--- src/rtl/uart_card_commander_if.sv ---
// Handshake bundle between uart_card_commander and its UART / card_driver neighbours.
// master = the commander itself, slave = the surrounding UART and card driver.
interface uart_card_commander_if #(
    parameter int ADDR_W = 32,
    parameter int LEN_W  = 8
);
    logic              RX_STB;
    logic [7:0]        RX_DAT;
    logic              RX_ACK;
    logic              TX_STB;
    logic [7:0]        TX_DAT;
    logic              TX_RDY;
    logic              WR_STB;
    logic [ADDR_W-1:0] WR_ADDR;
    logic [LEN_W-1:0]  WR_LENGTH;
    logic              WR_ACK;
    logic              WD_STB;
    logic [7:0]        WD_DATA;
    logic              WD_ACK;
    logic              RD_STB;
    logic [ADDR_W-1:0] RD_ADDR;
    logic [LEN_W-1:0]  RD_LENGTH;
    logic              RD_ACK;
    logic              RES_STB;
    logic [7:0]        RES_DATA;
    logic              RES_BUSY;
    logic [15:0]       DROP_CNT;

    modport master (
        input  RX_STB, RX_DAT, TX_RDY, WR_ACK, WD_ACK, RD_ACK, RES_STB, RES_DATA,
        output RX_ACK, TX_STB, TX_DAT, WR_STB, WR_ADDR, WR_LENGTH, WD_STB, WD_DATA,
               RD_STB, RD_ADDR, RD_LENGTH, RES_BUSY, DROP_CNT
    );

    modport slave (
        output RX_STB, RX_DAT, TX_RDY, WR_ACK, WD_ACK, RD_ACK, RES_STB, RES_DATA,
        input  RX_ACK, TX_STB, TX_DAT, WR_STB, WR_ADDR, WR_LENGTH, WD_STB, WD_DATA,
               RD_STB, RD_ADDR, RD_LENGTH, RES_BUSY, DROP_CNT
    );
endinterface

--- src/rtl/uart_card_commander.sv ---
// Byte-framed UART command front-end for the SD card driver with a shared reply/result FIFO.
// Define PATTERN_LFSR_EN to add the LFSR write-data pattern (pattern mode 2).
module uart_card_commander #(
    parameter int ADDR_W      = 32,
    parameter int LEN_W       = 8,
    parameter int FIFO_AW     = 5,
    parameter int BUSY_MARGIN = 4,
    parameter int ARG_TIMEOUT = 5000000,
    parameter int ACK_TIMEOUT = 50000000
) (
    input  logic                  CLK,
    input  logic                  RST,
    uart_card_commander_if.master bus
);
    localparam int AB    = (ADDR_W + 7) / 8;
    localparam int LB    = (LEN_W + 7) / 8;
    localparam int SH_W  = 8 * (AB + LB);
    localparam int DEPTH = 1 << FIFO_AW;
    localparam int CNT_W = $clog2(AB + LB + 1);

    localparam logic [7:0] OP_WR = 8'h77, OP_RD = 8'h72, OP_PAT = 8'h70, OP_STAT = 8'h73;
    localparam logic [7:0] CH_K = 8'h4B, CH_E = 8'h45, CH_T = 8'h54, CH_S = 8'h53, CH_Q = 8'h3F;

    localparam logic [1:0] CMD_WR = 2'd0, CMD_RD = 2'd1, CMD_PAT = 2'd2;
    localparam logic [1:0] MODE_INC = 2'd0, MODE_CONST = 2'd1;
`ifdef PATTERN_LFSR_EN
    localparam logic [1:0] MODE_LFSR = 2'd2;
`endif

    typedef enum logic [2:0] {IDLE, ARG, ISSUE, WAIT_ACK, REPLY} state_t;
    state_t state, state_next;

    logic [1:0]       cmd;
    logic [CNT_W-1:0] arg_cnt;
    logic [SH_W-1:0]  arg_sh;
    logic [31:0]      timer;
    logic [7:0]       reply_byte;
    logic [7:0]       status_byte;
    logic             status_pending;
    logic [1:0]       pat_mode;

    logic [7:0]       fifo_mem [DEPTH];
    logic [FIFO_AW:0] wr_ptr, rd_ptr, fifo_count;
    logic             fifo_full, fifo_empty;
    logic [1:0]       holdoff;

    logic             rx_take, rx_drop, last_arg, pat_valid, pat_load, ack_hit;
    logic             reply_push, res_push, res_drop, fifo_we, tx_pop;
    logic [7:0]       fifo_wd, mode_byte, seed_byte, wd_step;
    logic [SH_W-1:0]  arg_sh_next;
    logic [16:0]      drop_sum;

    assign fifo_count = wr_ptr - rd_ptr;
    assign fifo_full  = (fifo_count == (FIFO_AW + 1)'(DEPTH));
    assign fifo_empty = (fifo_count == '0);
    assign bus.WD_STB = 1'b1;

    always_ff @(posedge CLK) begin
        if (RST) state <= IDLE;
        else     state <= state_next;
    end

    always_comb begin
        state_next = state;
        case (state)
            IDLE: begin
                if (bus.RX_STB) begin
                    if (bus.RX_DAT == OP_WR || bus.RX_DAT == OP_RD || bus.RX_DAT == OP_PAT)
                        state_next = ARG;
                    else
                        state_next = REPLY;
                end
            end
            ARG: begin
                if (bus.RX_STB) begin
                    if (last_arg) state_next = (cmd == CMD_PAT) ? REPLY : ISSUE;
                end else if (timer >= 32'(ARG_TIMEOUT)) begin
                    state_next = REPLY;
                end
            end
            ISSUE:    state_next = WAIT_ACK;
            WAIT_ACK: if (ack_hit || timer >= 32'(ACK_TIMEOUT)) state_next = REPLY;
            REPLY:    if (reply_push && !status_pending) state_next = IDLE;
            default:  state_next = IDLE;
        endcase
    end

    // Combinational handshakes; a RES byte always wins the single FIFO write port.
    always_comb begin
        rx_take     = bus.RX_STB && (state == IDLE || state == ARG);
        rx_drop     = bus.RX_STB && !rx_take;
        bus.RX_ACK  = rx_take;
        last_arg    = (state == ARG) && (arg_cnt == CNT_W'(1));
        arg_sh_next = {arg_sh[SH_W-9:0], bus.RX_DAT};
        mode_byte   = arg_sh[7:0];
        seed_byte   = bus.RX_DAT;
`ifdef PATTERN_LFSR_EN
        pat_valid   = (mode_byte == 8'd0) || (mode_byte == 8'd1) || (mode_byte == 8'd2);
        if (mode_byte == 8'd2 && bus.RX_DAT == 8'h00) seed_byte = 8'h01;
`else
        pat_valid   = (mode_byte == 8'd0) || (mode_byte == 8'd1);
`endif
        pat_load    = bus.RX_STB && last_arg && (cmd == CMD_PAT) && pat_valid;
        ack_hit     = ((cmd == CMD_WR) && bus.WR_ACK) || ((cmd == CMD_RD) && bus.RD_ACK);
        res_push    = bus.RES_STB && !fifo_full;
        res_drop    = bus.RES_STB && fifo_full;
        reply_push  = (state == REPLY) && !bus.RES_STB && !fifo_full;
        fifo_we     = res_push || reply_push;
        fifo_wd     = res_push ? bus.RES_DATA : reply_byte;
        tx_pop      = !fifo_empty && bus.TX_RDY && (holdoff == 2'd0);
        drop_sum    = {1'b0, bus.DROP_CNT} + 17'(rx_drop) + 17'(res_drop);
    end

    always_ff @(posedge CLK) begin
        if (RST) begin
            cmd            <= CMD_WR;
            arg_cnt        <= '0;
            arg_sh         <= '0;
            timer          <= '0;
            reply_byte     <= '0;
            status_byte    <= '0;
            status_pending <= 1'b0;
        end else begin
            case (state)
                IDLE: begin
                    timer <= '0;
                    if (bus.RX_STB) begin
                        status_pending <= 1'b0;
                        case (bus.RX_DAT)
                            OP_WR:  begin cmd <= CMD_WR;  arg_cnt <= CNT_W'(AB + LB); end
                            OP_RD:  begin cmd <= CMD_RD;  arg_cnt <= CNT_W'(AB + LB); end
                            OP_PAT: begin cmd <= CMD_PAT; arg_cnt <= CNT_W'(2); end
                            OP_STAT: begin
                                reply_byte     <= CH_S;
                                status_pending <= 1'b1;
                                status_byte    <= {fifo_full, fifo_empty, pat_mode, bus.DROP_CNT[3:0]};
                            end
                            default: reply_byte <= CH_Q;
                        endcase
                    end
                end
                ARG: begin
                    if (bus.RX_STB) begin
                        arg_sh  <= arg_sh_next;
                        arg_cnt <= arg_cnt - CNT_W'(1);
                        timer   <= '0;
                        if (last_arg && cmd == CMD_PAT) reply_byte <= pat_valid ? CH_K : CH_E;
                    end else begin
                        timer <= timer + 32'd1;
                        if (timer >= 32'(ARG_TIMEOUT)) reply_byte <= CH_T;
                    end
                end
                ISSUE: timer <= '0;
                WAIT_ACK: begin
                    timer      <= timer + 32'd1;
                    reply_byte <= ack_hit ? CH_K : CH_E;
                end
                REPLY: begin
                    if (reply_push && status_pending) begin
                        reply_byte     <= status_byte;
                        status_pending <= 1'b0;
                    end
                end
                default: timer <= '0;
            endcase
        end
    end

    always_ff @(posedge CLK) begin
        if (RST) begin
            bus.WR_STB    <= 1'b0;
            bus.RD_STB    <= 1'b0;
            bus.WR_ADDR   <= '0;
            bus.WR_LENGTH <= '0;
            bus.RD_ADDR   <= '0;
            bus.RD_LENGTH <= '0;
        end else begin
            bus.WR_STB <= (state == ISSUE) && (cmd == CMD_WR);
            bus.RD_STB <= (state == ISSUE) && (cmd == CMD_RD);
            if (state == ISSUE && cmd == CMD_WR) begin
                bus.WR_ADDR   <= arg_sh[8*LB +: ADDR_W];
                bus.WR_LENGTH <= arg_sh[LEN_W-1:0];
            end
            if (state == ISSUE && cmd == CMD_RD) begin
                bus.RD_ADDR   <= arg_sh[8*LB +: ADDR_W];
                bus.RD_LENGTH <= arg_sh[LEN_W-1:0];
            end
        end
    end

    always_comb begin
        wd_step = bus.WD_DATA;
        case (pat_mode)
            MODE_INC:   wd_step = bus.WD_DATA + 8'd1;
            MODE_CONST: wd_step = bus.WD_DATA;
`ifdef PATTERN_LFSR_EN
            MODE_LFSR:  wd_step = {bus.WD_DATA[6:0],
                                   bus.WD_DATA[7] ^ bus.WD_DATA[5] ^ bus.WD_DATA[4] ^ bus.WD_DATA[3]};
`endif
            default:    wd_step = bus.WD_DATA;
        endcase
    end

    // A pattern load from the UART overrides the step caused by WD_ACK in the same cycle.
    always_ff @(posedge CLK) begin
        if (RST) begin
            pat_mode    <= MODE_INC;
            bus.WD_DATA <= 8'h41;
        end else if (pat_load) begin
            pat_mode    <= mode_byte[1:0];
            bus.WD_DATA <= seed_byte;
        end else if (bus.WD_ACK) begin
            bus.WD_DATA <= wd_step;
        end
    end

    always_ff @(posedge CLK) begin
        if (fifo_we) fifo_mem[wr_ptr[FIFO_AW-1:0]] <= fifo_wd;
    end

    // The holdoff lets the transmitter drop TX_RDY before another byte is offered.
    always_ff @(posedge CLK) begin
        if (RST) begin
            wr_ptr       <= '0;
            rd_ptr       <= '0;
            holdoff      <= 2'd0;
            bus.TX_STB   <= 1'b0;
            bus.TX_DAT   <= 8'h00;
            bus.RES_BUSY <= 1'b0;
            bus.DROP_CNT <= 16'h0000;
        end else begin
            if (fifo_we) wr_ptr <= wr_ptr + 1'b1;
            bus.TX_STB <= tx_pop;
            if (tx_pop) begin
                bus.TX_DAT <= fifo_mem[rd_ptr[FIFO_AW-1:0]];
                rd_ptr     <= rd_ptr + 1'b1;
                holdoff    <= 2'd2;
            end else if (holdoff != 2'd0) begin
                holdoff <= holdoff - 2'd1;
            end
            bus.RES_BUSY <= (fifo_count >= (FIFO_AW + 1)'(DEPTH - BUSY_MARGIN));
            bus.DROP_CNT <= drop_sum[16] ? 16'hFFFF : drop_sum[15:0];
        end
    end
endmodule

--- src/flat_wrapper.sv ---
// flat-port wrapper written by rule: the top's interface ports become plain ports
module uart_card_commander_flat 
#(
    parameter int ADDR_W      = 32,
    parameter int LEN_W       = 8,
    parameter int FIFO_AW     = 5,
    parameter int BUSY_MARGIN = 4,
    parameter int ARG_TIMEOUT = 5000000,
    parameter int ACK_TIMEOUT = 50000000
)
  (CLK, RST, bus_RX_STB, bus_RX_DAT, bus_TX_RDY, bus_WR_ACK, bus_WD_ACK, bus_RD_ACK, bus_RES_STB, bus_RES_DATA, bus_RX_ACK, bus_TX_STB, bus_TX_DAT, bus_WR_STB, bus_WR_ADDR, bus_WR_LENGTH, bus_WD_STB, bus_WD_DATA, bus_RD_STB, bus_RD_ADDR, bus_RD_LENGTH, bus_RES_BUSY, bus_DROP_CNT);
  uart_card_commander_if #(.ADDR_W(ADDR_W), .LEN_W(LEN_W)) bus_i ();
  input  logic CLK;
  input  logic RST;
  input wire logic [$bits(bus_i.RX_STB)-1:0] bus_RX_STB;
  input wire logic [$bits(bus_i.RX_DAT)-1:0] bus_RX_DAT;
  input wire logic [$bits(bus_i.TX_RDY)-1:0] bus_TX_RDY;
  input wire logic [$bits(bus_i.WR_ACK)-1:0] bus_WR_ACK;
  input wire logic [$bits(bus_i.WD_ACK)-1:0] bus_WD_ACK;
  input wire logic [$bits(bus_i.RD_ACK)-1:0] bus_RD_ACK;
  input wire logic [$bits(bus_i.RES_STB)-1:0] bus_RES_STB;
  input wire logic [$bits(bus_i.RES_DATA)-1:0] bus_RES_DATA;
  output wire logic [$bits(bus_i.RX_ACK)-1:0] bus_RX_ACK;
  output wire logic [$bits(bus_i.TX_STB)-1:0] bus_TX_STB;
  output wire logic [$bits(bus_i.TX_DAT)-1:0] bus_TX_DAT;
  output wire logic [$bits(bus_i.WR_STB)-1:0] bus_WR_STB;
  output wire logic [$bits(bus_i.WR_ADDR)-1:0] bus_WR_ADDR;
  output wire logic [$bits(bus_i.WR_LENGTH)-1:0] bus_WR_LENGTH;
  output wire logic [$bits(bus_i.WD_STB)-1:0] bus_WD_STB;
  output wire logic [$bits(bus_i.WD_DATA)-1:0] bus_WD_DATA;
  output wire logic [$bits(bus_i.RD_STB)-1:0] bus_RD_STB;
  output wire logic [$bits(bus_i.RD_ADDR)-1:0] bus_RD_ADDR;
  output wire logic [$bits(bus_i.RD_LENGTH)-1:0] bus_RD_LENGTH;
  output wire logic [$bits(bus_i.RES_BUSY)-1:0] bus_RES_BUSY;
  output wire logic [$bits(bus_i.DROP_CNT)-1:0] bus_DROP_CNT;
  assign bus_i.RX_STB = bus_RX_STB;
  assign bus_i.RX_DAT = bus_RX_DAT;
  assign bus_i.TX_RDY = bus_TX_RDY;
  assign bus_i.WR_ACK = bus_WR_ACK;
  assign bus_i.WD_ACK = bus_WD_ACK;
  assign bus_i.RD_ACK = bus_RD_ACK;
  assign bus_i.RES_STB = bus_RES_STB;
  assign bus_i.RES_DATA = bus_RES_DATA;
  assign bus_RX_ACK = bus_i.RX_ACK;
  assign bus_TX_STB = bus_i.TX_STB;
  assign bus_TX_DAT = bus_i.TX_DAT;
  assign bus_WR_STB = bus_i.WR_STB;
  assign bus_WR_ADDR = bus_i.WR_ADDR;
  assign bus_WR_LENGTH = bus_i.WR_LENGTH;
  assign bus_WD_STB = bus_i.WD_STB;
  assign bus_WD_DATA = bus_i.WD_DATA;
  assign bus_RD_STB = bus_i.RD_STB;
  assign bus_RD_ADDR = bus_i.RD_ADDR;
  assign bus_RD_LENGTH = bus_i.RD_LENGTH;
  assign bus_RES_BUSY = bus_i.RES_BUSY;
  assign bus_DROP_CNT = bus_i.DROP_CNT;
  uart_card_commander #(.ADDR_W(ADDR_W), .LEN_W(LEN_W), .FIFO_AW(FIFO_AW), .BUSY_MARGIN(BUSY_MARGIN), .ARG_TIMEOUT(ARG_TIMEOUT), .ACK_TIMEOUT(ACK_TIMEOUT)) u_core (.CLK(CLK), .RST(RST), .bus(bus_i));
endmodule
--- config.mk ---
export PLATFORM = sky130hd
export DESIGN_NAME = uart_card_commander_flat
export DESIGN_NICKNAME = d
export VERILOG_FILES = /design/src/rtl/uart_card_commander_if.sv /design/src/rtl/uart_card_commander.sv /design/src/flat_wrapper.sv
export SDC_FILE = /design/constraint.sdc
export NUM_CORES = 1
export LEC_CHECK = 0
export ABC_AREA = 1
export BUFFER_PORTS_ARGS = -buffer_cell sky130_fd_sc_hd__buf_2
export CORE_MARGIN = 3
export CORE_UTILIZATION = 60
export CTS_CLUSTER_SIZE = 14
export DETAILED_ROUTE_END_ITERATION = 7
export PLACE_DENSITY = 0.75
export SYNTH_ARGS = -nofsm -noshare
export SYNTH_HDL_FRONTEND = slang
export SYNTH_SLANG_ARGS = --single-unit
--- constraint.sdc ---
create_clock -name CLK -period 3.9 [get_ports CLK]
set_clock_uncertainty 0.05 [all_clocks]
set_input_delay 0.39 -clock CLK [delete_from_list [all_inputs] [get_ports CLK]]
set_output_delay 0.39 -clock CLK [all_outputs]
set_load 0.02 [all_outputs]
-- Word-level counts from Yosys, hierarchy flattened
Memories as Yosys holds them, arrays and structs flattened. A register that Yosys moved wholly into a read port is not among the register bits.
Cells that the tools add are included.
- logic and storage cells: 153
- bits in writable memories: 256
- output and inout port bits: 118
- memories kept: 1
- input bits: 24
- bits in registers: 221
- memory list (name ; words ; width ; rd ports ; clocked after memory_dff ; write ports ; line ; text):
    u_core.fifo_mem ; 32 ; 8 ; 1 ; 1 ; 1 ; uart_card_commander.sv:42 ; logic [7:0] fifo_mem [DEPTH];
- order comparisons: 3
- equality and inequality tests: 23
- $add $sub $neg: 9
- muxes and demuxes: 38
- reduce and logical (&&, ||, !) cells: 56
- operators by type and width (kind ; number):
    32-bit one-hot mux with 3 select lines ; 1
    8-bit two-way mux ; 9
    32-bit by 1-bit adder with 32-bit output (second input constant) ; 1
    8-bit by 7-bit == test with 1-bit output (second input constant) ; 4
    32-bit by 23-bit greater-or-equal comparator with 1-bit output (second input constant) ; 1
    32-bit by 26-bit greater-or-equal comparator with 1-bit output (second input constant) ; 1
    32-bit two-way mux ; 1
    8-bit one-hot mux with 4 select lines ; 1
    3-bit two-way mux ; 10
    1-bit logical AND ; 19
    16-bit by 1-bit adder with 17-bit output ; 1
    17-bit by 1-bit adder with 17-bit output ; 1
    16-bit two-way mux ; 1
    8-bit one-hot mux with 2 select lines ; 1
    3-bit one-hot mux with 5 select lines ; 1
    6-bit by 1-bit adder with 6-bit output (second input constant) ; 2
    3-bit one-hot mux with 2 select lines ; 2
    2-bit nonzero test ; 6
    3-bit by 2-bit inequality test with 1-bit output (second input constant) ; 3
    3-bit AND reduction ; 3
    8-bit by 1-bit adder with 8-bit output (second input constant) ; 1
    8-bit by 1-bit == test with 1-bit output (second input constant) ; 1
    8-bit logical NOT ; 1
    4-bit two-way mux ; 2
    other kinds (30) ; 55

-- Depth between registers and ports, before layout
- depth after elaboration: 8
- gate-level depth with buffers: 23
- depth with buffers taken out: 22

-- Worst setup path after synthesis
OpenSTA, ideal clock, no wires.
- path kind: register to register
- from: reg u_core.rd_ptr[1]
- to: reg u_core.bus.DROP_CNT[4] (netlist bit)
- period minus slack after synthesis: 3.358 ns
- slack: 0.542 ns
- arrival time: 3.233 ns
- setup time: 0.074 ns
- required time: 3.776 ns
- buffers on the path: 3
- stages on the path, launching flop included: 22
- path through: dfxtp_1 -> inv_1 -> buf_2 -> clkbuf_1 -> ha_1 -> nand2_1 -> nand2_1 -> nand2_1 -> nand3_1 -> nor2_4 -> nand3_4 -> nor2_1 -> fa_1 -> ha_1 -> nand2_1 -> nor3_2 -> and3_1 -> nand2_1 -> nor2_2 -> nand2_1 -> buf_2 -> a31oi_1
- cells in the longest elaborated chain, start to end: 5
- ends and longest elaborated chain (item ; line ; text):
    from (decl) ; uart_card_commander.sv:43 ; logic [FIFO_AW:0] wr_ptr, rd_ptr, fifo_count;
    from (signal assigned) ; uart_card_commander.sv:236 ; rd_ptr <= rd_ptr + 1'b1;
    6-bit subtractor ; uart_card_commander.sv:53 ; assign fifo_count = wr_ptr - rd_ptr;
    6-bit == test ; uart_card_commander.sv:54 ; assign fifo_full = (fifo_count == (FIFO_AW + 1)'(DEPTH));
    1-bit logical AND ; uart_card_commander.sv:106 ; res_drop = bus.RES_STB && fifo_full;
    17-bit by 1-bit adder with 17-bit output ; uart_card_commander.sv:111 ; drop_sum = {1'b0, bus.DROP_CNT} + 17'(rx_drop) + 17'(res_drop);
    16-bit two-way mux ; uart_card_commander.sv:242 ; bus.DROP_CNT <= drop_sum[16] ? 16'hFFFF : drop_sum[15:0];
    to (signal assigned) ; uart_card_commander.sv:242 ;
    to (decl) ; uart_card_commander_if.sv:32 ; RD_STB, RD_ADDR, RD_LENGTH, RES_BUSY, DROP_CNT
Every way passes these cells.
A chain may end at the register's enable or synchronous reset.

-- Final worst setup path
- from: reg u_core.wr_ptr[0]
- to: reg u_core.bus.DROP_CNT[11] (netlist bit)
- cells in the longest elaborated chain, start to end: 5
- ends and longest elaborated chain (item ; line ; text):
    from (decl) ; uart_card_commander.sv:43 ;
    from (signal assigned) ; uart_card_commander.sv:232 ; if (fifo_we) wr_ptr <= wr_ptr + 1'b1;
    6-bit subtractor ; uart_card_commander.sv:53 ;
    6-bit == test ; uart_card_commander.sv:54 ;
    1-bit logical AND ; uart_card_commander.sv:106 ;
    17-bit by 1-bit adder with 17-bit output ; uart_card_commander.sv:111 ;
    16-bit two-way mux ; uart_card_commander.sv:242 ;
Every way passes these cells.

==> qor.txt <==
most instantiated cells after synthesis -> nor2_1 (436), o21ai_0 (297), nand2_1 (270)
Period minus WS final -> 3.50 ns
crit path DAT -> 3.95 ns
top-count cell post-synth -> nor2_1
Top delay family on crit path -> simple AND/OR/NAND/NOR gates
combinational family with the most area after synthesis -> simple AND/OR/NAND/NOR gates
leading post-synthesis cells by cell area -> edfxtp_1 (38%), dfxtp_1 (23%), nor2_1 (8.1%)
largest net degree at the start of global routing -> 132
number of H-tree levels -> 2
initial antenna violation count -> 3
CP Class -> flip-flop to flip-flop
fin nets -> 2327
grt total ovfl -> 0
Die Width -> 190 um
crit path launch type -> flip-flop
fraction of layout cells with a size suffix above 1 -> 0.137
worst-path fanout max -> 7
Worst Max-Slew Pin Slew -> 1.07 ns
Synth Area in Adders -> 0.0109
Die H -> 190 um
number of setup violations in the final report -> 0
Cell Area, Synth -> 0.0203 mm^2
Antenna Violating Nets Remaining -> 0
# Max-Cap Violations -> 0
final hold viol count -> 0
post-synthesis area per instance -> 9.36 um^2
clock buffer depth -> 3
CP endpoint kind -> flip-flop
Post-CTS Setup Bufs -> 0
Post-route DRC -> 0
unrepaired setup endpoints after global routing -> false
Cells after Synth -> 2169
setup_tns -> 0 ns
vias per cell -> 5.77
Critical R2R Capture -> u_core.bus.DROP_CNT[11]$_SDFF_PP0_
Slowest cell on crit path -> dfxtp_1
starting density of the core -> 0.616
Max-slew headroom -> 0.286
sequential area share after synthesis -> 0.605
reg2reg setup slack -> 0.40 ns
Non-Filler Instances -> 2768
post-DR wirelength/cell -> 18.5 um
I/O pin count -> 142
VDD IR max -> 761 uV
Max Slew Vio Count -> 0
FF-to-FF path depth -> 23
Place WS -> 0.327 ns
CTS Buf Count -> 47
synth warn -> 0
min-delay src -> bus_RX_DAT[6]
post-synth top area cell -> edfxtp_1
Worst-Skew Late Latency -> 0.57 ns
status -> finished clean
synth unique cells -> 54
CP Cell Sequence -> inv_1 > ha_1 > inv_1 > nand2_1 > nand2_1 > nand2_1 > nand2_1 > nand2_1 > nand2_1 > nand3_4 > nor2_1 > fa_1 > ha_1 > nand2_1 > nor3_2 > and3_1 > nand2_1 > nor2_4 > nand2_2 > buf_4 > o21ai_0 > nand2_1 > inv_1
Final WS setup -> 0.405 ns
Post-Synth XOR/XNOR Area -> 0.00777
area post-placement -> 0.0214 mm^2
CTS tree -> yes
power density cells -> 677 mW/mm^2
Final Cycle Share -> 0.896
Die ar. -> 0.0361 mm^2
Layout Area Growth over Synthesis -> 13.1%
#FFs+latches synth -> 485
routed vias -> 16000
asr flop ratio synth -> 0
GRT Overall Usage -> 0.279
multiplexer share of the synthesized area -> 0.00444
First-pass DRT Iterations -> 5
Hold Path Stages -> 3
CP required -> 4.35 ns
Buf/Inv on CP -> 4
area share of the largest cell type after synthesis -> 0.379
Core Area -> 0.0329 mm^2
Post-synth EDFFs -> 256
GP Congestion -> 0.890
# rows -> 66
final wirelength -> 51.2 mm
hold endpoint -> u_core.bus.WD_DATA[6]$_SDFFE_PP1P_
Post-Synth Simple-Gate Area -> 0.185
Lkg Pwr -> 8.59 nW
# hold bufs at CTS -> 0
Clk pin slew, worst setup/hold paths -> 0.06 ns
Worst path most repeated cell -> nand2_1
Reg2Reg Launch Point -> u_core.wr_ptr[0]$_SDFFE_PP0P_
clk sinks -> 485
vias in the first global route -> 15100
Synth Area in Compound Gates -> 0.139
maximum clock frequency -> 0.286 GHz
First DRT Iteration DRCs -> 1539
first-pass GRT wire length -> 80.6 mm
HP Class -> input port to flip-flop
DP Wirelength -> 31.9 mm
CTS resizes -> 0
ys flop type -> edfxtp_1
Root Buffer -> clkbuf_16
Post-Place Cells -> 2679
IO Port Bufs -> 140
Layout Cell Area excl Fill -> 0.0230 mm^2
post-synthesis net count -> 2210
Worst path max stage delay -> 0.38 ns
[layout make-up]
| class | count | area (um^2) |
|---|---|---|
| diodes | 1 | 2.50 |
| clock buffers | 63 | 1300 |
| clock inverters | 25 | 244 |
| fillers | 2553 | 9990 |
| inverters | 125 | 474 |
| multi-input cells | 1442 | 7050 |
| flip-flops and latches | 485 | 12300 |
| well taps | 442 | 553 |
| repair buffers | 185 | 1060 |
[worst max path at each step]
stage | start | end | slack (ns) | cells past startpoint
6_report | u_core.wr_ptr[0]$_SDFFE_PP0P_ | u_core.bus.DROP_CNT[11]$_SDFF_PP0_ | 0.40 | 23
2_1_floorplan | u_core.rd_ptr[1]$_SDFFE_PP0P_ | u_core.bus.DROP_CNT[4]$_SDFF_PP0_ | 0.54 | 21
5_1_grt | u_core.wr_ptr[0]$_SDFFE_PP0P_ | u_core.bus.DROP_CNT[11]$_SDFF_PP0_ | 0.02 | 23
3_5_place_dp | u_core.wr_ptr[2]$_SDFFE_PP0P_ | u_core.bus.DROP_CNT[11]$_SDFF_PP0_ | 0.33 | 20
4_1_cts | u_core.wr_ptr[2]$_SDFFE_PP0P_ | u_core.bus.DROP_CNT[11]$_SDFF_PP0_ | 0.29 | 20
3_3_place_gp | u_core.wr_ptr[2]$_SDFFE_PP0P_ | u_core.bus.DROP_CNT[11]$_SDFF_PP0_ | 0.47 | 20
[registers in the layout, summed over array words and instances (netlist names), 6 cells and up]
signal / flops
u_core.fifo_mem: 256
u_core.arg_sh: 40
u_core.bus.RD_ADDR: 32
u_core.bus.WR_ADDR: 32
u_core.timer: 32
u_core.bus.DROP_CNT: 16
u_core.bus.RD_LENGTH: 8
u_core.bus.TX_DAT: 8
u_core.bus.WD_DATA: 8
u_core.bus.WR_LENGTH: 8
u_core.reply_byte: 8
u_core.status_byte: 8
u_core.rd_ptr: 6
u_core.wr_ptr: 6
[per-stage QoR]
stage          total power [W]  utilization  hold WS, ns
2_1_floorplan          0.00968            -        0.362
3_3_place_gp            0.0110        0.650        0.376
3_5_place_dp            0.0111        0.650        0.407
4_1_cts                 0.0156        0.697       0.0375
5_1_grt                 0.0163        0.697       0.0624
6_report                0.0156        0.697       0.0672
[logic make-up after synthesis]
family | Yosys count
xor+xnor | 18
other cells | 1
simple gates | 890
mux | 8
fa+ha+maj | 17
buf+inv | 242
compound gates | 508
flops | 485
[layout by cell type, fill, tap and decap left out, types with 6 or more instances in the layout]
cell type  count
nor2_1       436
nand2_2        8
a21oi_1      102
o221ai_1      28
clkbuf_1      10
nand2_1      269
clkinv_2      10
nor3_1        24
nor2_2         8
inv_2          8
o211ai_1       9
edfxtp_1     256
buf_4         43
clkinv_1       6
xor2_1        13
mux2_2         8
o22ai_1       37
o21ai_0      297
buf_2        140
nand3_1       92
clkbuf_16     48
a211oi_1      10
inv_1        114
nand4_1       28
a31oi_1        6
ha_1          16
dfxtp_1      227
[power by group]
group          switching [W]  total, W  internal [W]
Clock                0.00193   0.00449       0.00256
Sequential          0.000278   0.00649       0.00622
Combinational        0.00335   0.00457       0.00122
Total                0.00555    0.0156        0.0100
[metal layers]
layer | vias to the layer above | global-route usage | routed length [um] | part of all wire
li1 | 7702 | - | - | -
met1 | 7548 | 0.374 | 21100 | 0.41
met2 | 617 | 0.469 | 25000 | 0.49
met3 | 91 | 0.0481 | 3710 | 0.072
met4 | 4 | 0.0839 | 1420 | 0.028
met5 | - | 0 | 23 | 0.00045
[worst register-to-register path: stages, from the launching register on]
cell	delay [ns]
dfxtp_1	0.38
inv_1	0.14
ha_1	0.21
inv_1	0.07
nand2_1	0.09
nand2_1	0.09
nand2_1	0.07
nand2_1	0.06
nand2_1	0.04
nand2_1	0.18
nand3_4	0.16
nor2_1	0.17
fa_1	0.22
ha_1	0.18
nand2_1	0.09
nor3_2	0.18
and3_1	0.22
nand2_1	0.12
nor2_4	0.15
nand2_2	0.13
buf_4	0.19
o21ai_0	0.09
nand2_1	0.08
inv_1	0.08
No activity file was read; power rests on OpenSTA's default activity.
